<file path="config.mk">
export PLATFORM = sky130hd
export DESIGN_NAME = led_scan_ctrl
export DESIGN_NICKNAME = d
export VERILOG_FILES = /design/src/rtl/led_scan_ctrl.sv
export SDC_FILE = /design/constraint.sdc
export NUM_CORES = 1
export LEC_CHECK = 0
export ABC_AREA = 0
export BUFFER_PORTS_ARGS = -buffer_cell sky130_fd_sc_hd__clkbuf_2
export CAP_MARGIN = 20
export CORE_ASPECT_RATIO = 2
export CORE_MARGIN = 2
export CORE_UTILIZATION = 47
export CTS_CLUSTER_SIZE = 14
export DETAILED_ROUTE_END_ITERATION = 7
export HOLD_SLACK_MARGIN = 0.15
export PLACE_DENSITY = 0.66
export SYNTH_ARGS = -nofsm -noshare
export SYNTH_HDL_FRONTEND = slang
export SYNTH_SLANG_ARGS = --single-unit
</file>
<file path="constraint.sdc">
create_clock -name clk -period 2.6 [get_ports clk]
set_clock_uncertainty 0.15 [all_clocks]
set_input_delay 0.13 -clock clk [delete_from_list [all_inputs] [get_ports clk]]
set_output_delay 0.13 -clock clk [all_outputs]
set_load 0.02 [all_outputs]
</file>
<file path="src/rtl/led_scan_ctrl.sv">
// Time-multiplexed hex digit scanner with a frame-synchronous double buffer,
// inter-digit blanking and optional leading-zero suppression.
module led_scan_ctrl #(
   parameter int unsigned NUM_DIGITS   = 4,
   parameter int unsigned PRESCALE     = 1000,
   parameter int unsigned BLANK_CYCLES = 16
) (
   input  logic                    clk,
   input  logic                    reset,
   input  logic                    load,
   input  logic [4*NUM_DIGITS-1:0] digits_in,
   input  logic                    lz_en,
   output logic [3:0]              hex_out,
   output logic [NUM_DIGITS-1:0]   digit_en_n,
   output logic                    load_ack,
   output logic                    frame_done
);

   localparam int unsigned CW = (PRESCALE > 1) ? $clog2(PRESCALE) : 1;
   localparam int unsigned IW = (NUM_DIGITS > 1) ? $clog2(NUM_DIGITS) : 1;

   localparam logic [CW-1:0] CNT_LAST   = CW'(PRESCALE - 1);
   localparam logic [CW-1:0] BLANK_LAST = CW'(BLANK_CYCLES - 1);
   localparam logic [IW-1:0] IDX_LAST   = IW'(NUM_DIGITS - 1);

   localparam logic [0:0] ST_BLANK = 1'b0;
   localparam logic [0:0] ST_SHOW  = 1'b1;

   logic [CW-1:0]           cnt_q, cnt_d;
   logic [IW-1:0]           idx_q, idx_d;
   logic [0:0]              state_q, state_d;
   logic [4*NUM_DIGITS-1:0] active_q, active_d;
   logic [4*NUM_DIGITS-1:0] pend_q, pend_d;
   logic                    pend_vld_q, pend_vld_d;

   logic                    cnt_wrap;
   logic                    frame_last;
   logic                    swap;

   logic [NUM_DIGITS-1:0]   sup;
   logic                    zero_above;
   logic [3:0]              hex_d;
   logic [NUM_DIGITS-1:0]   en_d;
   logic                    frame_done_d;
   logic                    load_ack_d;

   // Scan counters
   always_comb begin
      cnt_wrap   = (cnt_q == CNT_LAST);
      frame_last = cnt_wrap && (idx_q == IDX_LAST);
      cnt_d      = cnt_wrap ? '0 : cnt_q + 1'b1;
      idx_d      = idx_q;
      if (cnt_wrap) begin
         idx_d = (idx_q == IDX_LAST) ? '0 : idx_q + 1'b1;
      end
   end

   always_comb begin
      state_d = state_q;
      case (state_q)
         ST_BLANK: if (cnt_q == BLANK_LAST) state_d = ST_SHOW;
         ST_SHOW:  if (cnt_wrap)            state_d = ST_BLANK;
         default:                           state_d = ST_BLANK;
      endcase
   end

   // Swap consumes the pending value held before this edge; a same-cycle load
   // lands in pending and waits for the next frame end.
   always_comb begin
      swap       = frame_last && pend_vld_q;
      active_d   = swap ? pend_q : active_q;
      pend_d     = load ? digits_in : pend_q;
      pend_vld_d = load | (pend_vld_q & ~swap);
   end

   // Outputs are registered from next state so they line up with the counter
   // value of the cycle in which they are visible.
   always_comb begin
      zero_above = 1'b1;
      sup        = '0;
      for (int i = int'(NUM_DIGITS) - 1; i > 0; i--) begin
         zero_above = zero_above & (active_d[4*i +: 4] == 4'h0);
         sup[i]     = lz_en & zero_above;
      end

      hex_d = active_d[{idx_d, 2'b00} +: 4];
      en_d  = '1;
      if ((state_d == ST_SHOW) && !sup[idx_d]) begin
         en_d[idx_d] = 1'b0;
      end

      frame_done_d = (cnt_d == CNT_LAST) && (idx_d == IDX_LAST);
      load_ack_d   = frame_done_d && pend_vld_d;
   end

   always_ff @(posedge clk) begin
      if (reset) begin
         cnt_q      <= '0;
         idx_q      <= '0;
         state_q    <= ST_BLANK;
         active_q   <= '0;
         pend_q     <= '0;
         pend_vld_q <= 1'b0;
         hex_out    <= 4'h0;
         digit_en_n <= '1;
         load_ack   <= 1'b0;
         frame_done <= 1'b0;
      end else begin
         cnt_q      <= cnt_d;
         idx_q      <= idx_d;
         state_q    <= state_d;
         active_q   <= active_d;
         pend_q     <= pend_d;
         pend_vld_q <= pend_vld_d;
         hex_out    <= hex_d;
         digit_en_n <= en_d;
         load_ack   <= load_ack_d;
         frame_done <= frame_done_d;
      end
   end

endmodule

</file>
**Word-level counts from Yosys, hierarchy flattened**

Cells that the tools add are included.

- Register bits after elaboration: 56
- Input bits: 20

- Add/subtract/negate cells: 2
- $lt $le $gt $ge: 2
- Eq/ne operators: 5
- Shifts and indexed selects: 1
- Mux-type cells: 11
- Bitwise operators: 11
- Reductions and logical operators: 11

Operator list:

| cell | number |
|---|---|
| $eq 10x10->1 const B | 2 |
| $mux 16 | 1 |
| $shiftx 16x5->4 | 1 |
| $logic_not 4->1 | 3 |
| $add 10x1->10 const B | 1 |
| $eq 10x4->1 const B | 1 |
| $mux 10 | 1 |
| $and 1x1->1 | 6 |
| $logic_and 1x1->1 | 6 |
| $eq 2x2->1 const B | 2 |
| $mux 1 | 4 |
| $mux 2 | 2 |
| $not 4->4 | 1 |
| $lt 2x3->1 const B | 1 |
| $not 1->1 | 3 |
| $add 2x1->2 const B | 1 |
| $bmux 1 s2 | 1 |
| $demux 1 s2 | 1 |
| $ge 2x1->1 const B | 1 |
| $pmux 1 s2 | 1 |
| $reduce_or 2->1 | 1 |
| $logic_not 1->1 | 1 |
| $or 1x1->1 | 1 |

**Longest topological paths before layout**

- Depth after elaboration: 14
- Mapped depth: 8
- Gate-level depth less buffers: 6

**Least setup slack after synthesis**

No wires, ideal clock.

- Kind: register -> register
- Start: register cnt_q[0]
- End: register hex_out[3]
- Library setup time: 0.117 ns
- Data arrival time: 2.302 ns
- Setup slack: 0.031 ns
- Cell stages (with the launch flop): 7
- Buffers on the path: 0
- Period minus slack after synthesis: 2.569 ns
- Path through: dfxtp_1 > ha_1 > nand4b_2 > nor3_4 > mux2i_2 > mux4_2 > a22o_1

- Cells in the longest elaborated chain, start to end: 5
- Elaborated cells on any way between the ends: 6
- Classes of those cells: eq/ne: 1; shift: 1; mux: 2; reduce/logical: 2

RTL lines:

| item | line | RTL |
|---|---|---|
| start: declaration | 29 | `logic [CW-1:0] cnt_q, cnt_d;` |
| start signal: assignment | 109 | `cnt_q <= cnt_d;` |
| $eq 10x10->1 * | 49 | `cnt_wrap = (cnt_q == CNT_LAST);` |
| $logic_and 1x1->1 | 50 | `frame_last = cnt_wrap && (idx_q == IDX_LAST);` |
| $logic_and 1x1->1 | 70 | `swap = frame_last && pend_vld_q;` |
| $mux 16 | 71 | `active_d = swap ? pend_q : active_q;` |
| $shiftx 16x5->4 * | 86 | `hex_d = active_d[{idx_d, 2'b00} +: 4];` |
| end signal: assignment | 104 | `hex_out <= 4'h0;` |
| end signal: assignment | 115 | `hex_out <= hex_d;` |
| end: declaration | 13 | `output logic [3:0] hex_out,` |

Mark *: on every way between the ends. The rest lies on a longest branch, timed or not.
A chain may end at the register's enable or synchronous reset.

**Worst setup path in the final report**

- Start: register cnt_q[0]
- End: register hex_out[2]

The elaborated chain is that of the path after synthesis.

==> flow_summary_export.csv <==
group,metric,value,unit
clocking,clk_pin_slew,0.09,ns
route,antenna_left,0,
timing,report.final.slew_viol_count,0,
synth,synth_top_area_frac,0.456,
layout,n_antenna_cell,0,
critical_path,worstSetupEndpointType,"register",
status,status,"finished, final reports clean",
synth,postSynth.asyncResetShare,0,
grt,overflow,0,
layout,area_growth_syn_to_layout,20.6,%
synth,synth_edf_count,0,
synth,synth_area_leaders,"dfxtp_1, mux2i_1, nand2_1",
synth,synth_warnings,0,
grt,grt_pass1_vias,1944,
route,avgViaCountPerCell,5.52,
critical_path,worst-path-buf-inv,1,
synth,synthFlopType,"dfxtp_1",
flow_run,cap_violations,0,
synth,seq_area_frac_synth,0.456,
grt,grt_antenna_before_repair,0,
layout,final_cell_mix,"dfxtp_1, nand2_1, nor2_1",
layout,drive_gt1_frac,0.208,
synth,synth_area_leader_cell,"dfxtp_1",
clocking,numCtsBuffers,5,
critical_path,crit_chain,"ha_1 -> nand4b_2 -> nor3_4 -> mux2i_2 -> buf_4 -> mux4_1 -> a22o_1",
floorplan,core_area,0.00509,sq mm
grt,grt_usage,0.220,
floorplan,io_pins,30,
synth,syn_nets,274,
clocking,clk_path_buf_depth,2,
floorplan,die_w,55.2,um
route,routedWlPerCell,16.0,um
floorplan,rows,37,
hold_path,hold_class,"register to register",
clocking,ctsHtreeMaxLevel,2,
route,route.detailed.drc,0,
critical_path,arrival,2.44,ns
grt,grt_max_degree,44,
layout,final_common_cell,"dfxtp_1",
clocking,clock_sinks,56,
power_and_ir_drop,p_per_area,503,mW/mm^2
synth,syn_area,0.00246,sq mm
critical_path,cp_top_family,"multiplexers",
timing,worst_slack,0.207,ns
placement,dp.cells,335,
route,dr.pass1.iters,4,
synth,syn-instance-count,251,
synth,ys_seq_elements,56,
timing,final-setup-viol-count,0,
floorplan,dieHeight,106,um
synth,synthDistinctLibCells,40,
grt,grt_first_pass_wirelength,9190,um
power_and_ir_drop,power,1.49,mW
critical_path,critPathSlowestCell,"dfxtp_1",
placement,numPortBuffers,29,
critical_path,slowest_delay,0.41,ns
layout,fin_nets,325,
power_and_ir_drop,p_leak,1.24,nW
power_and_ir_drop,peakVddDrop,390,uV
timing,maxSlewHeadroom,0.613,
timing,hold_viol_final,0,
timing,fin_crit_sh,0.920,
timing,worst_slew_pin_slew,0.575,ns
critical_path,crit_required,2.65,ns
critical_path,path_class,"register to register",
floorplan,initial_core_util,0.483,
clocking,cts_tree,"yes",
synth,synth_area_per_cell,9.80,sq um
timing,fin_crit,2.39,ns
clocking,insertion_delay,0.30,ns
placement,gp_congestion,0.918,
critical_path,crit_fanout,9,
clocking,ctsRootBufferMaster,"clkbuf_8",
placement,hpwl,4410,um
timing,grt_setup_unrepaired,"false",
timing,fmax,418,MHz
timing,fin_setup_tns,0,ns
floorplan,die_area,0.00586,sq mm
route,wl,5790,um
layout,stdcell_count,361,
route,vias,1992,
clocking,post_cts_buffers,0,
route,drtIter0Drc,26,
placement,pre_cts_ws,0.218,ns
critical_path,critPathLaunchType,"register",
-- metrics by stage --
stage / hold slack (ns) / util / instance area [sq um]
CTS: 0.323 / 0.583 / 2970
floorplan: 0.0978 / - / 2460
global placement: 0.216 / 0.529 / 2690
detailed placement: 0.226 / 0.529 / 2690
global route: 0.349 / 0.583 / 2970
finish: 0.315 / 0.583 / 2970
-- kinds of logic (layout without fill, tap and decap cells) --
kind of cell | Yosys count | in the layout | synth area share
xor gates and xnor gates | 6 | 6 | 0.0214
and+or+nand+nor | 110 | 110 | 0.228
buffers and inverters | 15 | 67 | 0.0295
muxes | 28 | 28 | 0.163
AOI/OAI and AO/OA | 33 | 33 | 0.0870
adders and majority gates | 3 | 3 | 0.0153
DFF | 56 | 56 | 0.456
-- worst reg2reg max path: stages (launching register included) --
cell	delay, ns
dfxtp_1	0.41
ha_1	0.21
nand4b_2	0.15
nor3_4	0.26
mux2i_2	0.36
buf_4	0.22
mux4_1	0.28
a22o_1	0.25
-- worst paths after layout --
kind | from | endpoint | slack, ns | cells past startpoint
max reg2reg | cnt_q[0] | hex_out[2] | 0.21 | 7
max | cnt_q[0] | hex_out[2] | 0.21 | 7
min | active_q[1] | active_q[1] | 0.32 | 2
min reg2reg | active_q[1] | active_q[1] | 0.32 | 2
-- report_power, final --
group	internal, mW	switching (mW)
sequential	0.878	0.0280
combinational	0.0595	0.0463
clock	0.213	0.266
total	1.15	0.340
-- synth_stat cells, types with 2 or more instances --
library cell	count
dfxtp_1	56
nand2_1	42
nor2_1	31
a21oi_1	21
mux2i_1	17
clkbuf_1	10
nor4_1	7
nand3_1	5
nor3_1	5
a22o_1	4
and3_1	4
mux4_1	4
mux4_2	4
ha_1	3
o21ai_0	3
xnor2_1	3
xor2_1	3
and3b_2	2
buf_6	2
inv_1	2
mux2_2	2
nand3b_1	2
nand4b_1	2
-- timing repair --
action | 4_1_cts | 5_1_grt
setup endpoints to repair | 0 | 0
hold buffers | 18 | 0
endpoints found under the hold margin | 24 | 0
resized for setup | 0 | 0
-- sequential cells by signal, summed over array words and instances (netlist names) --
signal      cells
state_q         1
pend_q         16
idx_q           2
cnt_q          10
hex_out         4
load_ack        1
digit_en_n      4
frame_done      1
active_q       16
pend_vld_q      1
-- cell type report --
| cell class | instances | area, sq um |
|---|---|---|
| Fill cell | 494 | 2130 |
| Inverter | 2 | 7.51 |
| Timing Repair Buffer | 57 | 400 |
| Clock buffer | 6 | 82.6 |
| Multi-Input combinational cell | 180 | 1270 |
| Tap cell | 58 | 72.6 |
| Clock inverter | 2 | 10.0 |
| Sequential cell | 56 | 1120 |
-- per-layer routing --
metal,up-vias,share of wire,GRT usage
met1,945,0.35,0.207
li1,994,-,-
met2,39,0.60,0.418
met5,-,0,0
met4,0,0.033,0.0993
met3,14,0.023,0.0365
Note: power is estimated with default switching activity, not from simulation.
